[src/rtl/kyber_cbd_pkg.sv]
// kyber_cbd_pkg: shared constants and state encoding for the streaming CBD sampler
package kyber_cbd_pkg;
  localparam int Q = 3329;
  localparam int COEF_W = 12;
  localparam int N = 256;
  localparam int LANES = 8;
  localparam int IN_W = 64;
  localparam int ADDR_W = 10;
  localparam int BUF_W = 2 * IN_W;
  localparam logic ETA2 = 1'b0;
  localparam logic ETA3 = 1'b1;
  typedef enum logic [1:0] {IDLE, RUN, DONE} state_t;
endpackage

[src/rtl/cbd_coef.sv]
// cbd_coef: one centered-binomial coefficient in Z_q from 2*eta stream bits
module cbd_coef
  import kyber_cbd_pkg::*;
(
  input  logic [5:0]        bits,
  input  logic              eta_sel,
  output logic [COEF_W-1:0] coef
);
  logic [1:0] a, b;
  always_comb begin
    a = 2'(bits[0]) + 2'(bits[1]) + (eta_sel == ETA3 ? 2'(bits[2]) : 2'd0);
    b = eta_sel == ETA3 ? 2'(bits[3]) + 2'(bits[4]) + 2'(bits[5]) : 2'(bits[2]) + 2'(bits[3]);
    coef = a >= b ? COEF_W'(a - b) : COEF_W'(Q) + COEF_W'(a) - COEF_W'(b);
  end
endmodule

[src/rtl/cbd_sampler_stream.sv]
// cbd_sampler_stream: PRF bit stream -> CBD coefficients, LANES per RAM word from base_addr
module cbd_sampler_stream
  import kyber_cbd_pkg::*;
(
  input  logic                    clk,
  input  logic                    rst,
  input  logic                    start,
  input  logic                    eta_sel,
  input  logic [ADDR_W-1:0]       base_addr,
  input  logic [IN_W-1:0]         in_data,
  input  logic                    in_valid,
  output logic                    in_ready,
  output logic                    wr_en,
  output logic [ADDR_W-1:0]       wr_addr,
  output logic [LANES*COEF_W-1:0] wr_data,
  output logic                    busy,
  output logic                    done
);
  state_t state, state_n;
  logic [BUF_W-1:0] bit_buf;
  logic [7:0] cnt, keep;
  logic [4:0] beats, word_cnt, beat_total;
  logic [5:0] need;
  logic eta3, emit, accept;
  logic [ADDR_W-1:0] base;
  logic [LANES*COEF_W-1:0] coefs;
  assign need = eta3 ? 6'd48 : 6'd32;
  assign beat_total = eta3 ? 5'd24 : 5'd16;
  assign in_ready = state == RUN && cnt <= 8'(BUF_W - IN_W) && beats < beat_total;
  assign emit = state == RUN && cnt >= 8'(need);
  assign accept = in_valid && in_ready;
  assign keep = cnt - (emit ? 8'(need) : 8'd0);
  assign busy = state != IDLE;
  assign done = state == DONE;
  for (genvar g = 0; g < LANES; g++) begin : g_lane
    cbd_coef u_coef (
      .bits   (eta3 ? bit_buf[6*g +: 6] : {2'b00, bit_buf[4*g +: 4]}),
      .eta_sel(eta3),
      .coef   (coefs[g*COEF_W +: COEF_W])
    );
  end
  always_comb begin
    state_n = state == IDLE ? (start ? RUN : IDLE)
            : state == RUN ? (emit && word_cnt == 5'(N / LANES - 1) ? DONE : RUN)
            : IDLE;
  end
  always_ff @(posedge clk or posedge rst) begin
    if (rst) state <= IDLE;
    else state <= state_n;
  end
  // New beats land directly above the bits that survive this cycle's consumption
  always_ff @(posedge clk or posedge rst) begin
    if (rst) begin
      wr_en <= 1'b0;
      wr_addr <= '0;
      wr_data <= '0;
      bit_buf <= '0;
      cnt <= '0;
      beats <= '0;
      word_cnt <= '0;
      eta3 <= 1'b0;
      base <= '0;
    end else begin
      wr_en <= emit;
      if (emit) begin
        wr_data <= coefs;
        wr_addr <= base + ADDR_W'(word_cnt);
        word_cnt <= word_cnt + 5'd1;
      end
      if (state == IDLE && start) begin
        eta3 <= eta_sel;
        base <= base_addr;
        bit_buf <= '0;
        cnt <= '0;
        beats <= '0;
        word_cnt <= '0;
      end else begin
        bit_buf <= (bit_buf >> (emit ? need : 6'd0)) | (accept ? BUF_W'(in_data) << keep : '0);
        cnt <= keep + (accept ? 8'(IN_W) : 8'd0);
        if (accept) beats <= beats + 5'd1;
      end
    end
  end
endmodule

[config.mk]
export PLATFORM = sky130hd
export DESIGN_NAME = cbd_sampler_stream
export DESIGN_NICKNAME = d
export VERILOG_FILES = /design/src/rtl/kyber_cbd_pkg.sv /design/src/rtl/cbd_coef.sv /design/src/rtl/cbd_sampler_stream.sv
export SDC_FILE = /design/constraint.sdc
export NUM_CORES = 1
export LEC_CHECK = 0
export CAP_MARGIN = 20
export CORE_ASPECT_RATIO = 1.2
export CORE_UTILIZATION = 62
export DETAILED_ROUTE_END_ITERATION = 10
export PLACE_DENSITY = 0.88
export SETUP_SLACK_MARGIN = 0.1
export SLEW_MARGIN = 20
export SYNTH_ARGS = -nofsm -noshare
export SYNTH_HDL_FRONTEND = slang
export SYNTH_SLANG_ARGS = --single-unit
[constraint.sdc]
create_clock -name clk -period 16.63 [get_ports clk]
set_input_delay 2.4945 -clock clk [delete_from_list [all_inputs] [get_ports clk]]
set_output_delay 2.4945 -clock clk [all_outputs]
set_load 0.01 [all_outputs]
Word-level counts from Yosys, hierarchy flattened
Index checks and enable logic that the tools add are counted.
{ "totals": {"elab_cells": 154, "ff_bits": 266, "inputBits": 79, "output_inout_bits": 110} }
{ "op_classes": {"shift": 2, "n_bitwise": 1, "n_addsub": 69, "n_reduce_logical": 10, "mux": 48, "magnitude_cmp": 11, "n_eq_ne": 3} }
{ "op_table": {"columns": ["cell", "count"], "rows": [
  ["$mux 128", 2],
  ["$or 128x128->128", 1],
  ["$shl 64x8->128", 1],
  ["$shr 128x6->128", 1],
  ["$add 11x3->12 const A", 8],
  ["$mux 12", 8],
  ["$sub 12x2->12", 8],
  ["$mux 6", 10],
  ["$add 1x1->2", 24],
  ["$mux 5", 5],
  ["$sub 2x2->3", 8],
  ["$mux 2", 11],
  ["$add 2x1->2", 8],
  ["$add 2x2->2", 8],
  ["$ge 2x2->1", 8],
  ["$add 10x5->10", 1],
  ["$add 5x1->5 const B", 2],
  ["$mux 1", 9],
  ["$add 8x7->8", 1],
  ["$ge 8x6->1", 1],
  ["$le 8x7->1 const B", 1],
  ["$mux 8", 1],
  ["$sub 8x6->8", 1],
  ["$mux 7", 1],
  ["8 further kinds", 15]
]} }

Logic depth before layout (Yosys ltp)
{ "depth": {"ltp_word": 9, "depth_mapped": 17} }

By module
A second synthesis with hierarchy kept.
{ "unflattened": {"hier_cells": 1918, "area_unflattened_um2": 17159.0} }
{ "modules_own_cells": {"columns": ["module", "area_per_inst_um2", "instances", "cells_each", "seq_area_each_um2"], "rows": [
  ["cbd_sampler_stream", 14606.5, 1, 1638, 6556.3],
  ["cbd_coef", 319.1, 8, 35, 0.0]
]} }

Worst setup path after synthesis
No wires, ideal clock.
{ "synth_path": {"kind": "register to register", "from": "reg cnt[4]", "to": "reg bit_buf[28]", "path_buffers": 5, "setup_ns": 0.078, "slack_ns": 12.565, "t_arrival_ns": 3.987, "required_time_ns": 16.552, "stages_incl_launch_ff": 17, "cell_sequence": "dfrtp_1 -> inv_1 -> ha_1 -> nand2b_1 -> a211o_1 -> nand2_1 -> inv_1 -> buf_2 -> buf_1 -> clkbuf_1 -> fa_1 -> xnor2_1 -> clkbuf_1 -> nand3_1 -> clkbuf_1 -> a211o_1 -> a21oi_1"} }
{ "synth_via": {"elab_chain_len": 8, "elab_cells_between_ends": 14} }
{ "synth_lines": {"columns": ["item", "line_no", "rtl"], "rows": [
  ["from (decl)", "cbd_sampler_stream.sv:21", "logic [7:0] cnt, keep;"],
  ["from (signal assigned)", "cbd_sampler_stream.sv:79", "cnt <= keep + (accept ? 8'(IN_W) : 8'd0);"],
  ["$ge 8x6->1 *", "cbd_sampler_stream.sv:30", "assign emit = state == RUN && cnt >= 8'(need);"],
  ["$logic_and 1x1->1 *", "cbd_sampler_stream.sv:30", null],
  ["net emit", "cbd_sampler_stream.sv:24", "logic eta3, emit, accept;"],
  ["$mux 6", "cbd_sampler_stream.sv:32, cbd_sampler_stream.sv:78", null],
  ["$sub 8x6->8", "cbd_sampler_stream.sv:32", "assign keep = cnt - (emit ? 8'(need) : 8'd0);"],
  ["$shl 64x8->128", "cbd_sampler_stream.sv:78", "bit_buf <= (bit_buf >> (emit ? need : 6'd0)) | (accept ? BUF_W'(in_data) << keep : '0);"],
  ["$mux 128", "cbd_sampler_stream.sv:78", null],
  ["$or 128x128->128 *", "cbd_sampler_stream.sv:78", null],
  ["$mux 128 *", "cbd_sampler_stream.sv:70", "if (state == IDLE && start) begin"],
  ["to (signal assigned)", "cbd_sampler_stream.sv:78", null],
  ["to (decl)", "cbd_sampler_stream.sv:20", "logic [BUF_W-1:0] bit_buf;"]
]} }
Mark *: on every way through the listed nets, which the timed path passes. The rest lies on a longest branch.
A chain may end at the register's enable or synchronous reset.

Worst setup path after layout
{ "layout_path": {"from": "reg eta3", "to": "out in_ready"} }
{ "layout_via": {"elab_chain_len": 3} }
{ "layout_lines": {"columns": ["item", "line_no", "rtl"], "rows": [
  ["from (decl)", "cbd_sampler_stream.sv:24", null],
  ["from (signal assigned)", "cbd_sampler_stream.sv:71", "eta3 <= eta_sel;"],
  ["$mux 4", "cbd_sampler_stream.sv:28", "assign beat_total = eta3 ? 5'd24 : 5'd16;"],
  ["$lt 5x5->1", "cbd_sampler_stream.sv:29", "assign in_ready = state == RUN && cnt <= 8'(BUF_W - IN_W) && beats < beat_total;"],
  ["$logic_and 1x1->1", "cbd_sampler_stream.sv:29", null],
  ["to (decl)", "cbd_sampler_stream.sv:12", "output logic in_ready,"]
]} }
Every way passes these cells.

==> summary.txt <==
Run status
  – Status: finished, final reports clean

Worst setup path
  – Req. time, crit path: 14140 ps
  – CP max FO: 50
  – WP data arrival: 3360 ps
  – Crit path capture type: output port
  – Worst Setup Start Kind: flop
  – WS Path Type: flop to output port

Synth
  – Post-Syn Area per Cell: 8.98 µm²
  – Post-synth top cells: nand2_1, dfrtp_1, a21oi_1, mux2i_1, clkbuf_1
  – Dominant synthesized flop cell: dfrtp_1
  – Largest family of logic cells by synthesized area: compound AO/OA/AOI/OAI gates
  – Ys async rst share: 1.00
  – Seq/Total Area, Yosys: 0.364
  – Synth warn: 0
  – Synth top area share: 0.364
  – Most common cell in the netlist: nand2_1
  – Area leader, netlist: dfrtp_1
  – Post-Synth Simple-Gate Area: 0.142
  – Post-synthesis compound-gate area fraction: 0.222
  – Synthesized Nets: between 1500 and 2000
  – Synth Area in Adders: 0.0817
  – Synth top area cells: dfrtp_1, mux2i_1, nand2_1
  – Mapped Cells: 1698
  – Mux cell area share after synthesis: 0.105
  – Synth unique cells: 57
  – FF+latch count, synth: 222
  – Synth Area in XOR/XNOR: 0.00861
  – Number of synthesized flops with an enable pin: 0
  – Post-Syn Area: 0.0153 mm²

Route
  – Iter 0 DRT Violations: between 1000 and 1500
  – WL final: 43500 µm
  – DRT Pass-1 Iters: 7
  – Vias/cell: 6.59
  – Per-cell routed wire length: between 20 and 25 µm
  – Antenna viol nets, final: 0
  – Drt drc: 0
  – Vias: 13800

Clocking
  – CTS tree: done
  – Root buffer cell: clkbuf_16
  – Post-cts resize count: 0
  – Clk sinks: around 220
  – H-tree depth: 1
  – Clock-pin slew on the worst setup and hold paths: ~60 ps
  – Worst skew pair latency: ~520 ps
  – Cts hold-fix bufs: 0
  – Num CTS Buffers: 22
  – Number of post-CTS setup repair buffers: 0
  – Max Buffers Root-to-Sink: 3

Place
  – Global placement routability congestion: 0.872
  – Placed wire-length estimate: between 20000 and 30000 µm
  – Port bufs: around 190
  – Inst Count DP: slightly above 2000
  – Post-DP Area: 0.0169 mm²

Global route
  – Gr ovfl total: 0
  – First-pass GRT wire length: 69500 µm
  – Tot GR Track Use: 0.342
  – Pin count of the biggest net entering global routing: roughly 150
  – Vias in the first global route: between 10000 and 15000
  – Initial antenna violation count: 1

Floorplanning
  – Site Rows: slightly above 60
  – # IOs: 189
  – Die area: between 0.02 and 0.03 mm²
  – Die Y: 174 µm
  – Die W: around 150 µm
  – Core Box Area: roughly 0.024 mm²
  – Starting Density: 0.634

Layout
  – Util after Layout: 0.735
  – Layout cell share with drive strength beyond 1: 0.0826
  – Final nets: 1914
  – Area growth syn-to-layout: 15.9%
  – Post-route cell area: approximately 0.018 mm²
  – Final Non-Filler Cells: 2088

Timing
  – Count of pins over their slew limit: 0
  – Minimum clock period: 5850 ps
  – Slew margin rel.: 0.317
  – Fmax: about 170 MHz
  – RSZ-0062 raised after global routing: false
  – Final Hold Fails: 0
  – Slew @ Worst Pin: a little over 1000 ps
  – Setup violators final: 0
  – Sum Neg Setup Slack: 0 ps
  – Layout Skew: around 13 ps
  – Fin crit share: 0.352

Pwr
  – Clk pwr share: 0.124
  – PD cells: 237 mW/mm²
  – Lkg Pwr: roughly 0.008 µW
  – Sw Ratio: 0.507
  – Internal power: between 2000 and 2500 µW
  – Maximum VDD drop: just under 300 µV
  – Power share of the combinational group: 0.662
  – Net switching power: approximately 2100 µW
  – Reg power frac: 0.214

Hold path
  – Hold crit path type: flop to flop

Flow run
  – Number of max-cap violations: 0
-- metrics by stage --
step                      hold slack, ps  total power [µW]  setup slack (ps)
after global placement               452              3470             11130
after CTS                            473              4120             10810
after global routing                 479              4450             10630
after floorplan                      450              2860              8060
after detailed placement             459              3580             11040
final                                470              4190             10780
-- power by group through the flow --
stage | clock network (µW) | registers [µW] | logic [µW]
2_1_floorplan | 0 | 854 | 2010
3_3_place_gp | 0 | 888 | 2580
3_5_place_dp | 0 | 899 | 2680
4_1_cts | 520 | 890 | 2710
5_1_grt | 539 | 911 | 3000
6_report | 520 | 896 | 2770
-- placed cells by master, fill, tap and decap left out, types with 5 or more instances in the layout --
cell	netlist	layout
nand2_1	243	242
dfrtp_1	222	221
clkdlybuf4s50_1	0	188
a21oi_1	123	123
mux2i_1	110	110
nor2_1	83	81
inv_1	72	70
o21ai_0	62	62
nand3_1	59	58
ha_1	58	58
a31oi_1	43	43
and2_1	38	37
a21o_1	35	35
mux2_2	33	33
a211oi_1	33	33
o31ai_1	31	30
a22oi_1	26	26
fa_1	26	25
clkbuf_16	0	23
buf_4	43	21
o221ai_2	20	20
a211o_1	18	18
o211ai_1	18	18
nor3_1	17	17
o22ai_1	16	16
a22o_1	15	15
o2bb2ai_1	14	14
xor2_1	11	11
o221ai_1	11	11
a311oi_1	10	10
or2_2	9	9
clkbuf_8	0	8
nor4_1	7	7
mux4_2	6	6
and4_1	6	6
nand2b_1	5	5
clkbuf_1	99	5
-- registers in the layout (all words and copies together) (netlist names) --
register	cells
wr_data	56
wr_addr	10
word_cnt	5
wr_en	1
eta3	1
bit_buf	128
beats	5
cnt	4
state	2
base	10
-- metal layers --
layer | GRT usage | up-vias | wire length, µm
li1 | - | 6188 | -
met1 | 0.434 | 6485 | 16500
met2 | 0.552 | 889 | 20100
met3 | 0.0632 | 203 | 4640
met4 | 0.194 | 2 | 2220
met5 | 0 | - | 15
-- critical path, stage by stage, from the launching register on --
cell and delay (ps):
dfrtp_4 720, buf_4 740, nand2b_1 180, a2111oi_1 570, clkdlybuf4s50_1 630
-- worst paths after layout --
check | from | endpoint | slack [ps] | depth (start not counted)
worst min register to register | wr_data[80] | wr_data[80] | 470 | 2
min in group asynchronous | rst | wr_en | 2420 | 2
worst max-delay path | eta3 | in_ready | 10780 | 4
max in group asynchronous | rst | bit_buf[5] | 12390 | 4
worst max register to register | eta3 | bit_buf[64] | 11850 | 9
worst min-delay path | wr_data[80] | wr_data[80] | 470 | 2
-- area by class of cell --
cell class,instances,area [µm²]
antenna,1,2.50
clock buffer,36,704
clock inverter,4,45.0
fill,1691,6370
inverter,74,285
multi-input combinational,1220,8600
sequential,222,5560
tap,320,400
timing repair buffer,211,2080
-- cell families after synthesis --
group                    after synthesis
AO/OA/AOI/OAI                        488
XOR/XNOR                              15
adder cells (fa/ha/maj)               84
buffers and inverters                256
flip-flops                           222
multiplexers                         149
AND/OR/NAND/NOR                      484
Power figures use the tool's default switching activity.
